--- src/rtl/read_mc_pkg.sv ---
`default_nettype none
// ============================================================================
// Module      : rtlinf_read_mc_pkg
// Description : Shared FSM state type and FIFO sizing helper for read_mc.
// Revision    : 1.0
// ============================================================================
package rtlinf_read_mc_pkg;

    typedef enum logic [1:0] {
        ST_IDLE  = 2'd0,
        ST_RUN   = 2'd1,
        ST_DRAIN = 2'd2
    } state_t;

    function automatic int fifo_ptr_w(input int depth);
        return (depth > 1) ? $clog2(depth) : 1;
    endfunction

endpackage
`default_nettype wire

--- src/rtl/read_mc_if.sv ---
`default_nettype none
// ============================================================================
// Module      : read_mc_if
// Description : Configuration, memory-side and downstream signals of read_mc.
// Revision    : 1.0
// ============================================================================
interface read_mc_if #(
    parameter int NUM_CHANNELS           = 2,
    parameter int DATA_WIDTH             = 16,
    parameter int LOG_MAX_ITERS          = 16,
    parameter int LOG_MAX_READS_PER_ITER = 16,
    parameter int LOG_MAX_ADDRESS        = 16
);
    logic                                      configure;
    logic [LOG_MAX_ITERS-1:0]                  num_iters;
    logic [LOG_MAX_READS_PER_ITER-1:0]         num_reads_per_iter;
    logic [NUM_CHANNELS*LOG_MAX_ADDRESS-1:0]   base_address;
    logic [LOG_MAX_ADDRESS-1:0]                stride;
    logic [NUM_CHANNELS-1:0]                   channel_mask;
    logic [NUM_CHANNELS-1:0]                   request;
    logic [NUM_CHANNELS*LOG_MAX_ADDRESS-1:0]   address_out;
    logic [NUM_CHANNELS-1:0]                   valid_in;
    logic [NUM_CHANNELS*DATA_WIDTH-1:0]        data_in;
    logic [NUM_CHANNELS-1:0]                   avail_in;
    logic [NUM_CHANNELS-1:0]                   valid_out;
    logic [NUM_CHANNELS*DATA_WIDTH-1:0]        data_out;
    logic                                      done;

    modport master (
        input  configure, num_iters, num_reads_per_iter, base_address, stride,
               channel_mask, valid_in, data_in, avail_in,
        output request, address_out, valid_out, data_out, done
    );

    modport slave (
        output configure, num_iters, num_reads_per_iter, base_address, stride,
               channel_mask, valid_in, data_in, avail_in,
        input  request, address_out, valid_out, data_out, done
    );
endinterface
`default_nettype wire

--- src/rtl/read_mc_chan.sv ---
`default_nettype none
// ============================================================================
// Module      : read_mc_chan
// Description : One read channel: address/iteration walk, credit, FIFO.
// Revision    : 1.0
// ============================================================================
module read_mc_chan
    import rtlinf_read_mc_pkg::*;
#(
    parameter int DATA_WIDTH             = 16,
    parameter int LOG_MAX_ITERS          = 16,
    parameter int LOG_MAX_READS_PER_ITER = 16,
    parameter int LOG_MAX_ADDRESS        = 16,
    parameter int FIFO_DEPTH             = 4
) (
    input  wire logic                              clk,
    input  wire logic                              rst,
    input  wire logic                              i_start,
    input  wire logic                              i_enable,
    input  wire logic                              i_busy,
    input  wire logic [LOG_MAX_ITERS-1:0]          i_iters,
    input  wire logic [LOG_MAX_READS_PER_ITER-1:0] i_reads,
    input  wire logic [LOG_MAX_ADDRESS-1:0]        i_base,
    input  wire logic [LOG_MAX_ADDRESS-1:0]        i_inc,
    input  wire logic                              i_valid_in,
    input  wire logic [DATA_WIDTH-1:0]             i_data_in,
    input  wire logic                              i_avail_in,
    output logic                                   o_request,
    output logic [LOG_MAX_ADDRESS-1:0]             o_address_out,
    output logic                                   o_valid_out,
    output logic [DATA_WIDTH-1:0]                  o_data_out,
    output logic                                   o_words_left,
    output logic                                   o_quiet
);
    localparam int c_ptr_w = fifo_ptr_w(FIFO_DEPTH);
    localparam int c_cnt_w = c_ptr_w + 1;
    localparam logic [c_cnt_w:0] c_depth = (c_cnt_w+1)'(FIFO_DEPTH);

    logic [DATA_WIDTH-1:0]             r_mem [FIFO_DEPTH];
    logic [c_ptr_w-1:0]                r_wr_ptr, r_rd_ptr;
    logic [c_cnt_w-1:0]                r_count, r_outstanding;
    logic                              r_valid, r_request, r_left;
    logic [LOG_MAX_ADDRESS-1:0]        r_addr, r_next_addr;
    logic [LOG_MAX_READS_PER_ITER-1:0] r_j;
    logic [LOG_MAX_ITERS-1:0]          r_iter;

    logic                              w_push, w_pop, w_credit, w_issue;
    logic                              w_last_j, w_last_iter;
    logic [c_cnt_w-1:0]                w_count_nxt, w_out_nxt;
    logic [LOG_MAX_ADDRESS-1:0]        w_cur_addr;
    logic [LOG_MAX_READS_PER_ITER-1:0] w_cur_j;
    logic [LOG_MAX_ITERS-1:0]          w_cur_iter;

    assign w_push = i_busy && i_valid_in;
    assign w_pop  = r_valid && i_avail_in;

    always_comb begin
        w_count_nxt = r_count;
        if (w_push && !w_pop)
            w_count_nxt = r_count + c_cnt_w'(1);
        else if (!w_push && w_pop)
            w_count_nxt = r_count - c_cnt_w'(1);
        w_out_nxt = r_outstanding;
        if (r_request && !w_push)
            w_out_nxt = r_outstanding + c_cnt_w'(1);
        else if (!r_request && w_push)
            w_out_nxt = r_outstanding - c_cnt_w'(1);
    end

    // Credit is judged on next-cycle occupancy so the registered request
    // never overcommits the FIFO.
    assign w_credit = ({1'b0, w_out_nxt} + {1'b0, w_count_nxt}) < c_depth;
    assign w_issue  = i_start ? i_enable : (i_busy && r_left && w_credit);

    assign w_cur_addr  = i_start ? i_base : r_next_addr;
    assign w_cur_j     = i_start ? '0 : r_j;
    assign w_cur_iter  = i_start ? '0 : r_iter;
    assign w_last_j    = (w_cur_j == i_reads - LOG_MAX_READS_PER_ITER'(1));
    assign w_last_iter = (w_cur_iter == i_iters - LOG_MAX_ITERS'(1));

    always_ff @(posedge clk or posedge rst) begin
        if (rst) begin
            r_request     <= 1'b0;
            r_addr        <= '0;
            r_next_addr   <= '0;
            r_j           <= '0;
            r_iter        <= '0;
            r_left        <= 1'b0;
            r_outstanding <= '0;
            r_count       <= '0;
            r_valid       <= 1'b0;
            r_wr_ptr      <= '0;
            r_rd_ptr      <= '0;
            for (int i = 0; i < FIFO_DEPTH; i++)
                r_mem[i] <= '0;
        end else begin
            r_request     <= w_issue;
            r_outstanding <= w_out_nxt;
            r_count       <= w_count_nxt;
            r_valid       <= (w_count_nxt != '0);
            if (w_issue) begin
                r_addr <= w_cur_addr;
                if (w_last_j) begin
                    r_j         <= '0;
                    r_next_addr <= i_base;
                    r_iter      <= w_cur_iter + LOG_MAX_ITERS'(1);
                    r_left      <= !w_last_iter;
                end else begin
                    r_j         <= w_cur_j + LOG_MAX_READS_PER_ITER'(1);
                    r_next_addr <= w_cur_addr + i_inc;
                    r_iter      <= w_cur_iter;
                    r_left      <= 1'b1;
                end
            end else if (i_start) begin
                r_left <= 1'b0;
            end
            if (w_push) begin
                r_mem[r_wr_ptr] <= i_data_in;
                r_wr_ptr        <= r_wr_ptr + c_ptr_w'(1);
            end
            if (w_pop)
                r_rd_ptr <= r_rd_ptr + c_ptr_w'(1);
        end
    end

    assign o_request     = r_request;
    assign o_address_out = r_addr;
    assign o_valid_out   = r_valid;
    assign o_data_out    = r_mem[r_rd_ptr];
    assign o_words_left  = r_left;
    assign o_quiet       = !r_request && (r_outstanding == '0) && (r_count == '0);

endmodule
`default_nettype wire

--- src/rtl/read_mc.sv ---
`default_nettype none
// ============================================================================
// Module      : read_mc
// Description : Multi-channel credit-flow memory reader; READ_MC_STRIDE_EN
//               enables strided addressing (otherwise increment is 1).
// Revision    : 1.0
// ============================================================================
module read_mc
    import rtlinf_read_mc_pkg::*;
#(
    parameter int NUM_CHANNELS           = 2,
    parameter int DATA_WIDTH             = 16,
    parameter int LOG_MAX_ITERS          = 16,
    parameter int LOG_MAX_READS_PER_ITER = 16,
    parameter int LOG_MAX_ADDRESS        = 16,
    parameter int MEM_LATENCY            = 1,
    parameter int FIFO_DEPTH             = 4
) (
    input  wire logic  clk,
    input  wire logic  rst,
    read_mc_if.master  bus
);
    state_t                                  r_state;
    logic                                    r_done;
    logic [LOG_MAX_ITERS-1:0]                r_iters;
    logic [LOG_MAX_READS_PER_ITER-1:0]       r_reads;
    logic [NUM_CHANNELS*LOG_MAX_ADDRESS-1:0] r_base;
    logic [NUM_CHANNELS-1:0]                 r_mask;

    logic                                    w_idle, w_start, w_any;
    logic [LOG_MAX_ITERS-1:0]                w_iters;
    logic [LOG_MAX_READS_PER_ITER-1:0]       w_reads;
    logic [NUM_CHANNELS*LOG_MAX_ADDRESS-1:0] w_base;
    logic [LOG_MAX_ADDRESS-1:0]              w_inc;
    logic [NUM_CHANNELS-1:0]                 w_enable, w_left, w_quiet;
    logic [NUM_CHANNELS-1:0]                 w_request, w_valid_out;
    logic [NUM_CHANNELS*LOG_MAX_ADDRESS-1:0] w_address;
    logic [NUM_CHANNELS*DATA_WIDTH-1:0]      w_data_out;

    if (FIFO_DEPTH < MEM_LATENCY + 2) begin : g_depth_check
        $error("read_mc: FIFO_DEPTH must be at least MEM_LATENCY+2");
    end

    assign w_idle   = (r_state == ST_IDLE);
    assign w_start  = w_idle && bus.configure;
    // Channels see the live inputs on the start cycle, latched values after.
    assign w_iters  = w_idle ? bus.num_iters          : r_iters;
    assign w_reads  = w_idle ? bus.num_reads_per_iter : r_reads;
    assign w_base   = w_idle ? bus.base_address       : r_base;
    assign w_any    = (|bus.channel_mask) && (bus.num_iters != '0)
                      && (bus.num_reads_per_iter != '0);
    assign w_enable = bus.channel_mask & {NUM_CHANNELS{w_any}};

`ifdef READ_MC_STRIDE_EN
    logic [LOG_MAX_ADDRESS-1:0] r_stride;

    always_ff @(posedge clk or posedge rst) begin
        if (rst)
            r_stride <= '0;
        else if (w_start)
            r_stride <= bus.stride;
    end

    assign w_inc = w_idle ? bus.stride : r_stride;
`else
    logic w_unused_stride;

    assign w_unused_stride = ^bus.stride;
    assign w_inc           = LOG_MAX_ADDRESS'(1);
`endif

    always_ff @(posedge clk or posedge rst) begin
        if (rst) begin
            r_state <= ST_IDLE;
            r_done  <= 1'b0;
            r_iters <= '0;
            r_reads <= '0;
            r_base  <= '0;
            r_mask  <= '0;
        end else begin
            r_done <= 1'b0;
            case (r_state)
                ST_IDLE: begin
                    if (w_start) begin
                        r_iters <= bus.num_iters;
                        r_reads <= bus.num_reads_per_iter;
                        r_base  <= bus.base_address;
                        r_mask  <= bus.channel_mask;
                        if (w_any)
                            r_state <= ST_RUN;
                        else
                            r_done  <= 1'b1;
                    end
                end
                ST_RUN: begin
                    if (w_left == '0)
                        r_state <= ST_DRAIN;
                end
                ST_DRAIN: begin
                    if (&w_quiet) begin
                        r_state <= ST_IDLE;
                        r_done  <= 1'b1;
                    end
                end
                default: r_state <= ST_IDLE;
            endcase
        end
    end

    for (genvar c = 0; c < NUM_CHANNELS; c++) begin : g_chan
        read_mc_chan #(
            .DATA_WIDTH             (DATA_WIDTH),
            .LOG_MAX_ITERS          (LOG_MAX_ITERS),
            .LOG_MAX_READS_PER_ITER (LOG_MAX_READS_PER_ITER),
            .LOG_MAX_ADDRESS        (LOG_MAX_ADDRESS),
            .FIFO_DEPTH             (FIFO_DEPTH)
        ) u_chan (
            .clk           (clk),
            .rst           (rst),
            .i_start       (w_start),
            .i_enable      (w_enable[c]),
            .i_busy        (!w_idle && r_mask[c]),
            .i_iters       (w_iters),
            .i_reads       (w_reads),
            .i_base        (w_base[c*LOG_MAX_ADDRESS +: LOG_MAX_ADDRESS]),
            .i_inc         (w_inc),
            .i_valid_in    (bus.valid_in[c]),
            .i_data_in     (bus.data_in[c*DATA_WIDTH +: DATA_WIDTH]),
            .i_avail_in    (bus.avail_in[c]),
            .o_request     (w_request[c]),
            .o_address_out (w_address[c*LOG_MAX_ADDRESS +: LOG_MAX_ADDRESS]),
            .o_valid_out   (w_valid_out[c]),
            .o_data_out    (w_data_out[c*DATA_WIDTH +: DATA_WIDTH]),
            .o_words_left  (w_left[c]),
            .o_quiet       (w_quiet[c])
        );
    end

    assign bus.request     = w_request;
    assign bus.address_out = w_address;
    assign bus.valid_out   = w_valid_out;
    assign bus.data_out    = w_data_out;
    assign bus.done        = r_done;

endmodule
`default_nettype wire

--- src/flat_wrapper.sv ---
// flat-port wrapper written by rule: the top's interface ports become plain ports
module read_mc_flat import rtlinf_read_mc_pkg::*;
#(
    parameter int NUM_CHANNELS           = 2,
    parameter int DATA_WIDTH             = 16,
    parameter int LOG_MAX_ITERS          = 16,
    parameter int LOG_MAX_READS_PER_ITER = 16,
    parameter int LOG_MAX_ADDRESS        = 16,
    parameter int MEM_LATENCY            = 1,
    parameter int FIFO_DEPTH             = 4
)
  (clk, rst, bus_configure, bus_num_iters, bus_num_reads_per_iter, bus_base_address, bus_stride, bus_channel_mask, bus_valid_in, bus_data_in, bus_avail_in, bus_request, bus_address_out, bus_valid_out, bus_data_out, bus_done);
  read_mc_if #(.NUM_CHANNELS(NUM_CHANNELS), .DATA_WIDTH(DATA_WIDTH), .LOG_MAX_ITERS(LOG_MAX_ITERS), .LOG_MAX_READS_PER_ITER(LOG_MAX_READS_PER_ITER), .LOG_MAX_ADDRESS(LOG_MAX_ADDRESS)) bus_i ();
  input  wire logic clk;
  input  wire logic rst;
  input wire logic [$bits(bus_i.configure)-1:0] bus_configure;
  input wire logic [$bits(bus_i.num_iters)-1:0] bus_num_iters;
  input wire logic [$bits(bus_i.num_reads_per_iter)-1:0] bus_num_reads_per_iter;
  input wire logic [$bits(bus_i.base_address)-1:0] bus_base_address;
  input wire logic [$bits(bus_i.stride)-1:0] bus_stride;
  input wire logic [$bits(bus_i.channel_mask)-1:0] bus_channel_mask;
  input wire logic [$bits(bus_i.valid_in)-1:0] bus_valid_in;
  input wire logic [$bits(bus_i.data_in)-1:0] bus_data_in;
  input wire logic [$bits(bus_i.avail_in)-1:0] bus_avail_in;
  output wire logic [$bits(bus_i.request)-1:0] bus_request;
  output wire logic [$bits(bus_i.address_out)-1:0] bus_address_out;
  output wire logic [$bits(bus_i.valid_out)-1:0] bus_valid_out;
  output wire logic [$bits(bus_i.data_out)-1:0] bus_data_out;
  output wire logic [$bits(bus_i.done)-1:0] bus_done;
  assign bus_i.configure = bus_configure;
  assign bus_i.num_iters = bus_num_iters;
  assign bus_i.num_reads_per_iter = bus_num_reads_per_iter;
  assign bus_i.base_address = bus_base_address;
  assign bus_i.stride = bus_stride;
  assign bus_i.channel_mask = bus_channel_mask;
  assign bus_i.valid_in = bus_valid_in;
  assign bus_i.data_in = bus_data_in;
  assign bus_i.avail_in = bus_avail_in;
  assign bus_request = bus_i.request;
  assign bus_address_out = bus_i.address_out;
  assign bus_valid_out = bus_i.valid_out;
  assign bus_data_out = bus_i.data_out;
  assign bus_done = bus_i.done;
  read_mc #(.NUM_CHANNELS(NUM_CHANNELS), .DATA_WIDTH(DATA_WIDTH), .LOG_MAX_ITERS(LOG_MAX_ITERS), .LOG_MAX_READS_PER_ITER(LOG_MAX_READS_PER_ITER), .LOG_MAX_ADDRESS(LOG_MAX_ADDRESS), .MEM_LATENCY(MEM_LATENCY), .FIFO_DEPTH(FIFO_DEPTH)) u_core (.clk(clk), .rst(rst), .bus(bus_i));
endmodule
--- config.mk ---
export PLATFORM = sky130hd
export DESIGN_NAME = read_mc_flat
export DESIGN_NICKNAME = d
export VERILOG_FILES = /design/src/rtl/read_mc_pkg.sv /design/src/rtl/read_mc_if.sv /design/src/rtl/read_mc_chan.sv /design/src/rtl/read_mc.sv /design/src/flat_wrapper.sv
export SDC_FILE = /design/constraint.sdc
export NUM_CORES = 1
export LEC_CHECK = 0
export ABC_AREA = 0
export CAP_MARGIN = 20
export CORE_ASPECT_RATIO = 0.8
export CORE_MARGIN = 10
export CORE_UTILIZATION = 40
export DETAILED_ROUTE_END_ITERATION = 10
export GPL_TIMING_DRIVEN = 1
export PLACE_DENSITY = 0.63
export REMOVE_ABC_BUFFERS = 1
export SLEW_MARGIN = 40
export SYNTH_ARGS = -nofsm -noshare
export SYNTH_HDL_FRONTEND = slang
export SYNTH_HIERARCHICAL = 1
export SYNTH_SLANG_ARGS = --single-unit
--- constraint.sdc ---
create_clock -name clk -period 6.8 [get_ports clk]
set_clock_uncertainty 0.2 [all_clocks]
set_input_delay 0.68 -clock clk [delete_from_list [all_inputs] [get_ports clk]]
set_output_delay 0.68 -clock clk [all_outputs]
set_load 0.02 [all_outputs]
## Yosys cells after proc, flatten, opt, wreduce, memory -nomap -nowiden

Index checks and enable logic that the tools add are counted.

| word-level totals | value |
|---|---|
| bits in registers | 351 |
| bits in latches | 0 |
| memory bits (writable) | 0 |
| bits in read-only memories | 0 |
| word-level logic and storage cells | 184 |
| memories kept | 0 |

| cells by class | value |
|---|---|
| add/sub/neg operators | 22 |
| $mul | 0 |
| divide/modulo/power cells | 0 |
| order comparisons | 8 |
| equal/unequal tests | 10 |
| shift-type cells | 0 |
| muxes and demuxes | 51 |
| bitwise operators | 5 |
| reduce and logical (&&, ||, !) cells | 52 |

Operator list:

| kind | number |
|---|---|
| two-way mux 16 bit | 20 |
| bitwise mux 64 bit | 2 |
| adder 16 x 1 -> 16 bit, second input constant | 6 |
| binary-select mux 16 bit (select 2 bit) | 2 |
| demux 16 bit (select 2 bit) | 2 |
| == test 16 bit | 4 |
| two-way mux 32 bit | 1 |
| nonzero test 16 bit | 2 |
| subtractor 16 x 1 -> 16 bit, second input constant | 2 |
| logical AND 1 bit | 27 |
| two-way mux 3 bit | 8 |
| adder 3 x 1 -> 3 bit, second input constant | 4 |
| greater-or-equal comparator 3 bit, second input constant | 4 |
| zero test 3 bit | 4 |
| NOT 2 -> 3 bit | 4 |
| subtractor 3 x 1 -> 3 bit, second input constant | 4 |
| two-way mux 1 bit | 10 |
| zero test 1 bit | 9 |
| adder 2 x 1 -> 2 bit, second input constant | 4 |
| adder 3 x 3 -> 4 bit | 2 |
| < comparator 4 x 3 -> 1 bit, second input constant | 2 |
| two-way mux 2 bit | 4 |
| < comparator 3 x 1 -> 1 bit, second input constant | 2 |
| one-hot mux 2 bit (3 select lines) | 1 |
| 12 further kinds | 18 |

## Logic depth before layout (Yosys ltp)

| depth | value |
|---|---|
| word-level depth | 13 |
| gate-level depth with buffers | 21 |
| mapped depth without buffers | 15 |

## Hierarchy

Netlist, hierarchy kept.

By module, submodules not included:

| module | instances | cells an instance | area each (µm²) | sequential area each (µm²) |
|---|---|---|---|---|
| read_mc_chan (u_core.g_chan[0].u_chan) | 1 | 863 | 8939.8 | 3528.4 |
| read_mc_chan (u_core.g_chan[1].u_chan) | 1 | 861 | 8871.0 | 3528.4 |
| read_mc | 1 | 384 | 3488.3 | 1726.7 |

## Worst setup path after synthesis

Ideal clock, no wire load.

| timing | value |
|---|---|
| path type | input to register |
| from | in bus_configure |
| to | reg u_core.g_chan[1].u_chan.r_next_addr[15] |
| data arrival time | 5.156 ns |
| required time | 6.529 ns |
| path slack | 1.373 ns |
| cell stages on the path | 20 |
| cells stage by stage | nand2_1 > inv_2 > buf_2 > clkbuf_1 > clkbuf_1 > clkbuf_1 > buf_1 > clkbuf_1 > buf_1 > mux2i_1 > inv_1 > ha_1 > a211oi_1 > o21a_1 > o31ai_1 > o31a_1 > a211o_1 > xnor2_1 > nand4_1 > nand4_1 |

| on the way | value |
|---|---|
| longest elaborated chain between the ends | 4 |
| elaborated cells on any way between the ends | 7 |
| classes of those cells | 1 x add/sub; 1 x eq/ne; 4 x mux; 1 x reduce/logical |

RTL lines:

| element | line | source |
|---|---|---|
| start, declared | flat_wrapper.sv:16 | `input wire logic [$bits(bus_i.configure)-1:0] bus_configure;` |
| logical AND 1 bit | read_mc.sv:45 | `assign w_start = w_idle && bus.configure;` |
| net u_core.w_start | read_mc.sv:30 | `logic w_idle, w_start, w_any;` |
| two-way mux 16 bit | read_mc_chan.sv:75 | `assign w_cur_addr = i_start ? i_base : r_next_addr;` |
| net u_core.g_chan[1].u_chan.w_cur_addr[1] | read_mc_chan.sv:50 | `logic [LOG_MAX_ADDRESS-1:0] w_cur_addr;` |
| adder 16 x 1 -> 16 bit | read_mc_chan.sv:110 | `r_next_addr <= w_cur_addr + i_inc;` |
| two-way mux 16 bit | read_mc_chan.sv:103 | `if (w_last_j) begin` |
| end signal, assigned | read_mc_chan.sv:105 | `r_next_addr <= i_base;` |
| end signal, assigned | read_mc_chan.sv:110 |  |
| end, declared | read_mc_chan.sv:43 | `logic [LOG_MAX_ADDRESS-1:0] r_addr, r_next_addr;` |

The timed path passes the listed nets, and every way through them passes these cells.
A chain may end at the register's enable or synchronous reset.

## Worst setup path after layout

| timing | value |
|---|---|
| from | reg u_core.r_state[0] |
| to | reg u_core.g_chan[0].u_chan.r_next_addr[14] |

| on the way | value |
|---|---|
| elaborated cells on any way between the ends | 27 |
| classes of those cells | 3 x add/sub; 1 x order compare; 1 x eq/ne; 10 x mux; 12 x reduce/logical |

RTL lines:

| element | line | source |
|---|---|---|
| start, declared | read_mc.sv:23 | `state_t r_state;` |
| start signal, assigned | read_mc.sv:74 | `r_state <= ST_IDLE;` |
| start signal, assigned | read_mc.sv:90 | `r_state <= ST_RUN;` |
| start signal, assigned | read_mc.sv:97 | `r_state <= ST_DRAIN;` |
| zero test 2 bit (*) | read_mc.sv:44 | `assign w_idle = (r_state == ST_IDLE);` |
| two-way mux 32 bit / logical AND 1 bit (equally long branches) | read_mc.sv:49, read_mc.sv:45 |  |
| two-way mux 16 bit (*) | read_mc_chan.sv:75 |  |
| net u_core.g_chan[0].u_chan.w_cur_addr[0] | read_mc_chan.sv:50 |  |
| adder 16 x 1 -> 16 bit (*) | read_mc_chan.sv:110 |  |
| two-way mux 16 bit (*) | read_mc_chan.sv:103 |  |
| end signal, assigned | read_mc_chan.sv:105 |  |
| end signal, assigned | read_mc_chan.sv:110 |  |
| end, declared | read_mc_chan.sv:43 |  |

Mark *: on every way through the listed nets, which the timed path passes. The rest lies on a longest branch.

==> metrics.md <==
| Metric | Value |
|---|---|
| # port buffers | `173` |
| Vias in the first global route | `16600` |
| Post_cts resized | `0` |
| Yosys top cell by area | `dfrtp_1` |
| Number of enable flip-flop cells after synthesis | `0` |
| Synth top area share | `0.412` |
| Vias | `16300` |
| RSZ-0062 raised after global routing | `no` |
| Max VDD drop | `0.159 mV` |
| PD cells | `195 mW/mm²` |
| CP bufs+invs | `4` |
| Max Slew Vio Count | `0` |
| Drc violations | `0` |
| FFs w/ async S/R, synth | `1.00` |
| Seq/Total Area, Yosys | `0.412` |
| Fillers | `4805` |
| DRT Wirelength | `54000 µm` |
| Hold_ws | `0.265 ns` |
| Synth Instances | `2108` |
| # nets final | `2471` |
| Vias per Instance | `5.42` |
| Core area | `0.0526 mm²` |
| Wirelength per Cell | `17.9 µm` |
| Ranking of synthesized cells by area | `dfrtp_1, mux2_2, nand2_1` |
| Chip width | `278 µm` |
| First-pass DRT Iterations | `6` |
| Final Hold Vio Count | `0` |
| Synth warn | `6` |
| M1 GR Usage | `0.229` |
| Total of max-cap violations | `0` |
| Cts-stage hold buffer count | `0` |
| Clk Latency, worst-skew pair | `0.57 ns` |
| Hold WC Path Type | `flip-flop to flip-flop` |
| Crit start category | `flip-flop` |
| Clock Tree Buf Depth | `3` |
| FF+latch count, synth | `351` |
| Clk root buf | `clkbuf_16` |
| Setup bufs post-CTS | `0` |
| Total congestion overflow | `0` |
| Unique masters post-synth | `92` |
| Initial antenna violation count | `2` |
| Clk slew on worst S/H paths | `0.06 ns` |
| First-pass GRT wire length | `87900 µm` |
| Critical path type | `flip-flop to flip-flop` |
| Top cells by count, synth | `nand2_1, dfrtp_1, mux2_2` |
| Data required, critical path | `7.10 ns` |
| GRT Util Overall | `0.168` |
| Crit path max-delay family | `compound AO/OA/AOI/OAI gates` |
| Boundary pin count | `190` |
| Tmin final | `5.41 ns` |
| Max Freq | `0.185 GHz` |
| GR Util met2 | `0.272` |
| Final Instance Area | `0.0252 mm²` |
| Setup violators final | `0` |
| Most Used Layer, Global Route | `met2` |
| Most frequent cell after synthesis | `nand2_1` |
| Top FF cell, synth | `dfrtp_1` |
| Critical path's slowest cell | `nor2_4` |
| Hpwl dp | `37500 µm` |
| Crit path DAT | `5.71 ns` |
| GPL Wtd Cong | `0.875` |
| Row Count | `75` |
| Pin slew with the least headroom to its limit | `0.823 ns` |
| Number of DRC markers in iteration 0 | `971` |
| Area after DPL | `0.0238 mm²` |
| Crit path max fanout | `93` |
| Average size of a mapped cell | `10.1 µm²` |
| Num CTS Buffers | `41` |
| CP cell instances | `nor2_4 > buf_4 > nand2_2 > inv_6 > buf_4 > mux2_2 > ha_1 > inv_1 > fa_1 > nor2b_1 > o31ai_1 > a211o_1 > a311oi_1 > o21ai_0 > and3_1 > o31a_1 > a21oi_1` |
| Crit share post-route | `0.796` |
| Pleak | `11.9 nW` |
| Met3 Track Usage GR | `0.0303` |
| Worst path max stage delay | `0.59 ns` |
| Rel. slew slack | `0.450` |
| Share of cells above drive strength 1 | `0.181` |
| Mapped cell area | `0.0213 mm²` |
| Initial Util | `0.405` |
| Die Ht | `226 µm` |
| Crit path capture type | `flip-flop` |
| Status | `finished, final reports clean` |
| Largest net degree at the start of global routing | `94` |
| Die area | `0.0629 mm²` |
| TritonCTS clock tree | `yes` |
| H-tree depth | `2` |
| Clock Sinks | `351` |
| Area Overhead vs Synth | `18.3%` |
| Cell repeated most along the worst path | `buf_4` |
| Post-route antenna net violation count | `0` |
[registers in the layout (all words and copies together), names as in the netlist, 4 cells and up]
register / cells
u_core/r_reads: 16
u_core/g_chan.u_chan/r_count: 6
u_core/g_chan.u_chan/r_mem: 128
u_core/r_iters: 16
u_core/g_chan.u_chan/r_wr_ptr: 4
u_core/g_chan.u_chan/o_address_out: 32
u_core/g_chan.u_chan/r_outstanding: 6
u_core/g_chan.u_chan/r_iter: 32
u_core/g_chan.u_chan/r_rd_ptr: 4
u_core/r_base: 32
u_core/g_chan.u_chan/r_j: 32
u_core/g_chan.u_chan/r_next_addr: 32
[layout by cell type (no fill, tap or decap), types with 35 or more instances in the layout]
master,instances
nand2_1,351
dfrtp_1,349
mux2_2,240
clkdlybuf4s50_1,173
nor2_1,110
xnor2_1,88
ha_1,62
a21oi_1,59
nor2b_1,52
inv_1,52
o21ai_0,47
nor3_1,44
clkbuf_16,42
nand3_1,41
a31oi_1,38
conb_1,35
[worst register-to-register path, delay by kind of cell, from the launching register on]
kind / cells / cell delay [ns]
buf+inv: 4 / 1.39
compound gates: 6 / 1.36
simple gates: 4 / 1.06
fa+ha+maj: 2 / 0.61
flops: 1 / 0.43
mux: 1 / 0.28
[layout make-up]
class,instances,area (µm²),share of cell area
antenna,2,5.00,0.000199
clock buffer,53,1140,0.0453
clock inverter,20,214,0.00849
inverter,58,241,0.00959
multi-input combinational,1637,12000,0.476
sequential,351,8790,0.349
tap,693,867,0.0344
timing repair buffer,197,1950,0.0775
[power by group]
| part | switching [W] | internal (W) | total, W | leakage, nW |
|---|---|---|---|---|
| logic | 0.000220 | 0.000225 | 0.000445 | 6.41 |
| registers | 0.0000894 | 0.00213 | 0.00221 | 4.80 |
| clock network | 0.000936 | 0.00131 | 0.00225 | 0.672 |
| total | 0.00125 | 0.00366 | 0.00491 | 11.9 |
[worst paths after layout]
path,from,endpoint,slack [ns],depth (start not counted)
setup / recovery,u_core/r_state[0],u_core/g_chan[0].u_chan/r_next_addr[14],1.39,17
hold / removal,u_core/r_reads[14],u_core/r_reads[14],0.26,2
setup reg to reg,u_core/r_state[0],u_core/g_chan[0].u_chan/r_next_addr[14],1.39,17
hold reg to reg,u_core/r_reads[14],u_core/r_reads[14],0.26,2
max in group asynchronous,rst,u_core/g_chan[1].u_chan/r_rd_ptr[1],4.49,3
min in group asynchronous,rst,u_core/r_iters[2],0.59,2
[stage by stage]
| step | TNS [ns] | worst slack, ns | instances | util | power, W |
|---|---|---|---|---|---|
| after global routing | 0 | 0.988 | 3010 | 0.479 | 0.00512 |
| final | 0 | 1.39 | 3011 | 0.479 | 0.00491 |
| after CTS | 0 | 1.37 | 3009 | 0.479 | 0.00499 |
| after global placement | 0 | 1.36 | 2934 | 0.452 | 0.00269 |
| after floorplan | -231.24 | -2.46 | 2046 | - | 0.00251 |
| after detailed placement | 0 | 1.41 | 2936 | 0.453 | 0.00271 |
[routing by layer]
| layer | up-vias | wire, µm |
|---|---|---|
| met2 | 308 | 24900 |
| met3 | 59 | 2590 |
| met4 | 2 | 877 |
| met5 | - | 9 |
| met1 | 8087 | 25600 |
| li1 | 7851 | - |
[logic make-up (layout without fill, tap and decap cells)]
logic type | Yosys count | count (layout) | share of synthesized area
buffers and inverters | 153 | 328 | 0.0328
muxes | 307 | 307 | 0.178
DFF | 351 | 351 | 0.412
AOI/OAI and AO/OA | 283 | 283 | 0.0915
and+or+nand+nor | 817 | 817 | 0.189
adders and majority gates | 66 | 66 | 0.0392
other | 2 | 37 | 0.000353
xor gates and xnor gates | 129 | 129 | 0.0570
(Power assumes the default switching activity.)
